**src/rtl/isa.sv**
```systemverilog
`default_nettype none
// ============================================================================
// Package     : isa
// Description : Instruction word layout, machine widths and the decode helpers
//               shared by the array sequencer.
// Revision    : 1.0 - initial release
// ============================================================================
package isa;

    localparam int program_counter_length = 8;
    localparam int stack_pointer_length   = 3;
    localparam int opcode_length          = 4;
    localparam int instruction_length     = opcode_length + program_counter_length;

    typedef logic [program_counter_length-1:0] pc_t;
    typedef logic [stack_pointer_length-1:0]   sp_t;
    typedef logic [instruction_length-1:0]     instruction_t;
    typedef logic [opcode_length-1:0]          opcode_t;

    localparam opcode_t c_OP_NOP         = 4'h0;
    localparam opcode_t c_OP_ALU         = 4'h1;
    localparam opcode_t c_OP_JUMP        = 4'h8;
    localparam opcode_t c_OP_BRANCH_COND = 4'h9;
    localparam opcode_t c_OP_CALL        = 4'hA;
    localparam opcode_t c_OP_RETURN      = 4'hB;

    function automatic opcode_t get_opcode(input instruction_t instr);
        return instr[instruction_length-1:program_counter_length];
    endfunction

    // The offset field is exactly PC-wide, so modular addition sign-extends it.
    function automatic pc_t get_relative_branch_addr(input instruction_t instr);
        return instr[program_counter_length-1:0];
    endfunction

    function automatic logic is_conditional_branch(input instruction_t instr);
        return get_opcode(instr) == c_OP_BRANCH_COND;
    endfunction

    function automatic logic is_call(input instruction_t instr);
        return get_opcode(instr) == c_OP_CALL;
    endfunction

    function automatic logic is_return(input instruction_t instr);
        return get_opcode(instr) == c_OP_RETURN;
    endfunction

    function automatic logic is_unconditional_branch(input instruction_t instr);
        return (get_opcode(instr) == c_OP_JUMP) || is_call(instr) || is_return(instr);
    endfunction

endpackage
`default_nettype wire

```
**src/rtl/global_control_if.sv**
```systemverilog
`default_nettype none
// ============================================================================
// Interface   : global_control_if
// Description : Sequencer bundle between instruction memory, core array and
//               the global controller.
// Revision    : 1.0 - initial release
// ============================================================================
interface global_control_if
    import isa::*;
#(
    parameter int NUM_CORES = 16
) ();

    instruction_t           instruction;
    logic [NUM_CORES-1:0]   diverge;
    pc_t                    program_counter;
    sp_t                    stack_pointer;
    pc_t                    next_program_counter;
    sp_t                    next_stack_pointer;
    logic                   global_enable;
    logic                   halted;
    logic                   fault;

    modport master (
        input  instruction, diverge,
        output program_counter, stack_pointer, next_program_counter,
               next_stack_pointer, global_enable, halted, fault
    );

    modport slave (
        output instruction, diverge,
        input  program_counter, stack_pointer, next_program_counter,
               next_stack_pointer, global_enable, halted, fault
    );

endinterface
`default_nettype wire

```
**src/rtl/global_control.sv**
```systemverilog
`default_nettype none
// ============================================================================
// Module      : global_control
// Description : Array-wide sequencer: global PC, call/return stack, branch
//               resolution from the diverge vector and deadlock detection.
// Revision    : 1.0 - initial release
// ============================================================================
module global_control
    import isa::*;
#(
    parameter int NUM_CORES   = 16,
    parameter int STACK_DEPTH = 2**stack_pointer_length
) (
    input  wire logic         clk,
    input  wire logic         rst,
    global_control_if.master  bus
);

    typedef enum logic [1:0] {
        RUN   = 2'd0,
        HALT  = 2'd1,
        FAULT = 2'd2
    } state_t;

    localparam sp_t c_SP_FULL = sp_t'(STACK_DEPTH - 1);

    state_t                 r_state;
    state_t                 w_next_state;
    pc_t                    r_pc;
    pc_t                    w_next_pc;
    sp_t                    r_sp;
    sp_t                    w_next_sp;
    logic                   r_halted;
    logic                   r_fault;
    pc_t                    r_stack [STACK_DEPTH];

    logic [NUM_CORES-1:0]   w_diverge;
    logic                   w_all_diverge;
    logic                   w_is_cond;
    logic                   w_is_uncond;
    logic                   w_is_call;
    logic                   w_is_return;
    pc_t                    w_target;
    pc_t                    w_pc_inc;
    logic                   w_push;
    logic                   w_enable;

    assign w_diverge     = bus.diverge;
    assign w_all_diverge = &w_diverge;
    assign w_is_cond     = is_conditional_branch(bus.instruction);
    assign w_is_uncond   = is_unconditional_branch(bus.instruction);
    assign w_is_call     = is_call(bus.instruction);
    assign w_is_return   = is_return(bus.instruction);
    assign w_target      = r_pc + get_relative_branch_addr(bus.instruction);
    assign w_pc_inc      = r_pc + pc_t'(1);

    always_comb begin
        w_next_state = r_state;
        w_next_pc    = r_pc;
        w_next_sp    = r_sp;
        w_push       = 1'b0;
        w_enable     = 1'b0;
        if (r_state == RUN) begin
            w_enable = 1'b1;
            // Every core waiting on something other than a branch can never resolve.
            if (w_all_diverge && !w_is_cond) begin
                w_next_state = FAULT;
                w_enable     = 1'b0;
            end else if (w_is_cond) begin
                w_next_pc = w_all_diverge ? w_target : w_pc_inc;
            end else if (w_is_call) begin
                if (r_sp == c_SP_FULL) begin
                    w_next_state = FAULT;
                    w_enable     = 1'b0;
                end else begin
                    w_push    = 1'b1;
                    w_next_sp = r_sp + sp_t'(1);
                    w_next_pc = w_target;
                end
            end else if (w_is_return) begin
                if (r_sp == '0) begin
                    w_next_state = HALT;
                    w_enable     = 1'b0;
                end else begin
                    w_next_sp = r_sp - sp_t'(1);
                    w_next_pc = r_stack[r_sp - sp_t'(1)];
                end
            end else if (w_is_uncond) begin
                w_next_pc = w_target;
            end else begin
                w_next_pc = w_pc_inc;
            end
        end
        if (rst) begin
            w_enable = 1'b0;
        end
    end

    always_ff @(posedge clk) begin
        if (rst) begin
            r_state  <= RUN;
            r_pc     <= '0;
            r_sp     <= '0;
            r_halted <= 1'b0;
            r_fault  <= 1'b0;
        end else begin
            r_state  <= w_next_state;
            r_pc     <= w_next_pc;
            r_sp     <= w_next_sp;
            r_halted <= (w_next_state == HALT);
            r_fault  <= (w_next_state == FAULT);
        end
    end

    always_ff @(posedge clk) begin
        if (!rst && w_push) begin
            r_stack[r_sp] <= w_pc_inc;
        end
    end

    assign bus.program_counter      = r_pc;
    assign bus.stack_pointer        = r_sp;
    assign bus.next_program_counter = w_next_pc;
    assign bus.next_stack_pointer   = w_next_sp;
    assign bus.global_enable        = w_enable;
    assign bus.halted               = r_halted;
    assign bus.fault                = r_fault;

endmodule
`default_nettype wire

```
**src/flat_wrapper.sv**
```systemverilog
// flat-port wrapper written by rule: the top's interface ports become plain ports
module global_control_flat import isa::*;
#(
    parameter int NUM_CORES   = 16,
    parameter int STACK_DEPTH = 2**stack_pointer_length
)
  (clk, rst, bus_instruction, bus_diverge, bus_program_counter, bus_stack_pointer, bus_next_program_counter, bus_next_stack_pointer, bus_global_enable, bus_halted, bus_fault);
  global_control_if #(.NUM_CORES(NUM_CORES)) bus_i ();
  input  wire logic clk;
  input  wire logic rst;
  input wire logic [$bits(bus_i.instruction)-1:0] bus_instruction;
  input wire logic [$bits(bus_i.diverge)-1:0] bus_diverge;
  output wire logic [$bits(bus_i.program_counter)-1:0] bus_program_counter;
  output wire logic [$bits(bus_i.stack_pointer)-1:0] bus_stack_pointer;
  output wire logic [$bits(bus_i.next_program_counter)-1:0] bus_next_program_counter;
  output wire logic [$bits(bus_i.next_stack_pointer)-1:0] bus_next_stack_pointer;
  output wire logic [$bits(bus_i.global_enable)-1:0] bus_global_enable;
  output wire logic [$bits(bus_i.halted)-1:0] bus_halted;
  output wire logic [$bits(bus_i.fault)-1:0] bus_fault;
  assign bus_i.instruction = bus_instruction;
  assign bus_i.diverge = bus_diverge;
  assign bus_program_counter = bus_i.program_counter;
  assign bus_stack_pointer = bus_i.stack_pointer;
  assign bus_next_program_counter = bus_i.next_program_counter;
  assign bus_next_stack_pointer = bus_i.next_stack_pointer;
  assign bus_global_enable = bus_i.global_enable;
  assign bus_halted = bus_i.halted;
  assign bus_fault = bus_i.fault;
  global_control #(.NUM_CORES(NUM_CORES), .STACK_DEPTH(STACK_DEPTH)) u_core (.clk(clk), .rst(rst), .bus(bus_i));
endmodule
```
**config.mk**
```make
export PLATFORM = sky130hd
export DESIGN_NAME = global_control_flat
export DESIGN_NICKNAME = d
export VERILOG_FILES = /design/src/rtl/isa.sv /design/src/rtl/global_control_if.sv /design/src/rtl/global_control.sv /design/src/flat_wrapper.sv
export SDC_FILE = /design/constraint.sdc
export NUM_CORES = 1
export LEC_CHECK = 0
export CORE_AREA = 2 2 126 128
export DETAILED_ROUTE_END_ITERATION = 8
export DIE_AREA = 0 0 128 130
export PLACE_DENSITY = 0.47
export SYNTH_ARGS = -nofsm -noshare
export SYNTH_HDL_FRONTEND = slang
export SYNTH_SLANG_ARGS = --single-unit
```
**constraint.sdc**
```tcl
create_clock -name clk -period 2.5 [get_ports clk]
set_input_delay 0.5 -clock clk [delete_from_list [all_inputs] [get_ports clk]]
set_output_delay 0.5 -clock clk [all_outputs]
set_load 0.005 [all_outputs]
```
==> results.py <==
metrics = {
    "global_routing": {
        "grt_pass1_vias": 4256,
        "grt_usage_pct": 18.7,
        "antenna_found_initial": 0,
        "grt_max_degree": 17,
        "grt_pass1_wl_um": 23000,
        "grt-ovfl-total": 0,
    },
    "sta": {
        "rsz0062_at_grt": "yes",
        "worst_slew_pin_slew_ps": 690,
        "slew_viol_final": 0,
        "hold_viol": 0,
        "fmax_mhz": 343,
        "skew_ps": 11.7,
        "setup_tns_ps": -3640,
        "setup_ws_ps": -414,
        "hold_ws_ps": 594,
        "min_period_ps": 2910,
        "fin_crit_sh_pct": 117,
        "slew_headroom_pct": 53.8,
        "setup_viol": 13,
    },
    "clocking": {
        "hold_buffers": 0,
        "clk_latency_ps": 350,
        "cts-root-buf": "clkbuf_16",
        "cts-buffers-inserted": 9,
        "tritoncts_num_sinks": 79,
        "cts_tree": "built",
        "htree_num_levels": 3,
        "path_clk_slew_ps": 70,
        "cts_buffer_depth": 2,
    },
    "drt": {
        "vias": 4041,
        "drtIter0Drc": 198,
        "post_drt_via_cell_ratio": 5.03,
        "finalWirelength_um": 15000,
        "wl_per_cell_um": 18.7,
        "drcViolationCount": 0,
        "dr.pass1.iters": 5,
        "ant_nets": 0,
    },
    "setup_path": {
        "crit_fanout": 6,
        "crit_path_max_incr_delay_ps": 390,
        "slowest_stage": "dfxtp_4",
        "crit_chain": "inv_6 -> ha_4 -> buf_6 -> mux4_2 -> a22oi_2 -> nand2_1 -> a221oi_2 -> a22oi_1 -> buf_2",
        "cp.required_ps": 2000,
        "cp.arrival_ps": 2410,
        "crit_path_start_kind": "flip-flop",
        "cp-end-kind": "primary output",
        "critPathKind": "flip-flop to primary output",
    },
    "place": {
        "hpwlAfterDp_um": 10900,
        "placed_cell_area_mm2": 0.00629,
        "io_buffer_count": 54,
        "place_congestion": 0.905,
        "dp_slack_ps": -1090,
    },
    "yosys": {
        "ys.flop_type": "edfxtp_1",
        "ys_types": 72,
        "synth_nets": 411,
        "syn_inst": 369,
        "syn_area_per_cell_um2": 12.2,
        "async_flop_share_pct": 0,
        "synth.yosys.seq_area_share_pct": 49.3,
        "yosysWarnings": 0,
        "syn-cell-area_mm2": 0.00450,
        "synth-edff-count": 64,
        "ys_seq_elements": 79,
    },
    "cells_and_area": {
        "drive_gt1_share_pct": 57.1,
        "n_antenna_cell": 0,
        "fin_area_mm2": 0.00745,
        "regArea_mm2": 0.00223,
        "area_delta_synth_final_pct": 65.5,
        "fillers": 1385,
        "fin_nets": 648,
        "multi_input_area_mm2": 0.00260,
    },
    "power": {
        "fin_total_pwr_uw": 3700,
        "ir_worst_vdd_mv": 0.464,
        "p_leak_uw": 0.00299,
        "p_per_area_mw_per_mm2": 497,
    },
    "floorplan": {
        "rows": 46,
        "ios": 55,
        "core_area_mm2": 0.0154,
        "chipWidth_um": 128,
        "die-area_mm2": 0.0166,
        "start_util_pct": 29.2,
        "die_y_um": 130,
    },
    "worst_hold_path": {
        "hold_class": "flip-flop to flip-flop",
    },
    "job": {
        "maxCapViolCount": 0,
    },
    "status": {
        "violations": "setup timing",
        "status": "complete, but fails checks",
    },
}
-- per-stage QoR --
step / instances / utilization, %
floorplan: 369 / -
global placement: 738 / 40.8
detailed placement: 738 / 40.8
CTS: 796 / 46.8
global route: 803 / 48.3
finish: 803 / 48.3
-- critical path: cells and delay by family (launching register included) --
| kind | cells | cell delay (ps) |
|---|---|---|
| AOI/OAI and AO/OA | 3 | 650 |
| buffers and inverters | 3 | 330 |
| and+or+nand+nor | 1 | 90 |
| muxes | 1 | 300 |
| adders and majority gates | 1 | 310 |
| DFF | 1 | 390 |
-- layer usage --
metal	up-vias	part of all wire (%)	global-route usage (%)	wire length, µm
met2	66	51	32.6	7690
met5	-	0	0	0
met3	28	2.7	3.49	409
li1	1932	-	-	-
met4	0	2.6	7.50	396
met1	2015	44	22.9	6550
-- cell type report --
cell class	instances	area share [%]
multi-input cells	264	34.9
flip-flops and latches	79	30.0
repair buffers	243	27.5
well taps	192	3.22
clock buffers	9	3.02
clock inverters	7	0.806
inverters	9	0.554
-- cell families after synthesis --
group,after synthesis,share of synthesized area (%)
buffers and inverters,26,3.36
muxes,21,9.59
DFF,79,49.3
and+or+nand+nor,122,15.8
xor gates and xnor gates,12,2.50
AOI/OAI and AO/OA,97,15.9
adders and majority gates,12,3.50
-- registers in the layout (all words and copies together), names as in the netlist --
name                        cells
u_core.bus.fault                1
u_core.bus.halted               1
u_core.bus.program_counter      8
u_core.bus.stack_pointer        3
u_core.r_stack                 64
u_core.r_state                  2
-- Yosys cell counts, types with 4 or more instances --
master | number | area share (%)
a21oi_1 | 25 | 2.8
a221oi_2 | 4 | 1.3
a22oi_1 | 4 | 0.67
buf_2 | 6 | 0.67
buf_4 | 6 | 1.0
dfxtp_1 | 15 | 6.7
edfxtp_1 | 64 | 43
ha_1 | 11 | 3.1
inv_1 | 9 | 0.75
mux4_1 | 5 | 2.9
mux4_2 | 11 | 5.5
nand2_1 | 31 | 2.6
nand2b_1 | 6 | 0.83
nand3_1 | 7 | 0.78
nand4_1 | 6 | 0.83
nor2_1 | 28 | 2.3
nor2b_1 | 9 | 1.3
nor3_1 | 7 | 0.78
o211ai_1 | 7 | 1.2
o21ai_0 | 12 | 1.3
o21ai_1 | 5 | 0.56
xnor2_1 | 7 | 1.4
xor2_1 | 4 | 0.78
-- timing repair --
item	CTS	global route
buffers inserted	46	9
gates resized for setup	226	45
setup endpoints to repair	77	78
pin swaps	61	37
-- cells in the final DEF (no fill, tap or decap), types with 4 or more instances in the layout --
master,instances
nor3_2,4
clkbuf_16,9
inv_1,6
inv_6,5
buf_6,29
dfxtp_1,10
nand4_1,6
nand2b_1,5
nand3_1,7
o21ai_2,5
nand2_1,26
buf_2,28
a21oi_2,8
nor3_1,5
buf_4,149
mux4_2,14
nor2b_1,8
buf_12,9
o21ai_0,7
or4_4,4
o211ai_1,7
clkdlybuf4s50_1,15
xnor2_2,4
a21oi_1,15
nor2_1,24
edfxtp_1,64
xor2_1,4
ha_4,9
-- where the power goes --
part           leakage [µW]  switching (µW)  internal [µW]  total [µW]
clock              0.000143             582            694        1280
combinational       0.00214             426            514         940
sequential         0.000710            24.1           1460        1490
-- worst paths after layout --
path / startpoint / endpoint / slack, ps / cells after the start
hold reg to reg: u_core.r_state[0]$_SDFF_PP0_ / u_core.r_state[0]$_SDFF_PP0_ / 590 / 3
setup reg to reg: u_core.bus.program_counter[1]$_SDFF_PP0_ / u_core.bus.program_counter[5]$_SDFF_PP0_ / -240 / 16
hold / removal: u_core.r_state[0]$_SDFF_PP0_ / u_core.r_state[0]$_SDFF_PP0_ / 590 / 3
setup / recovery: u_core.bus.stack_pointer[0]$_SDFF_PP0_ / bus_next_program_counter[6] / -410 / 9
(Power assumes the default switching activity.)
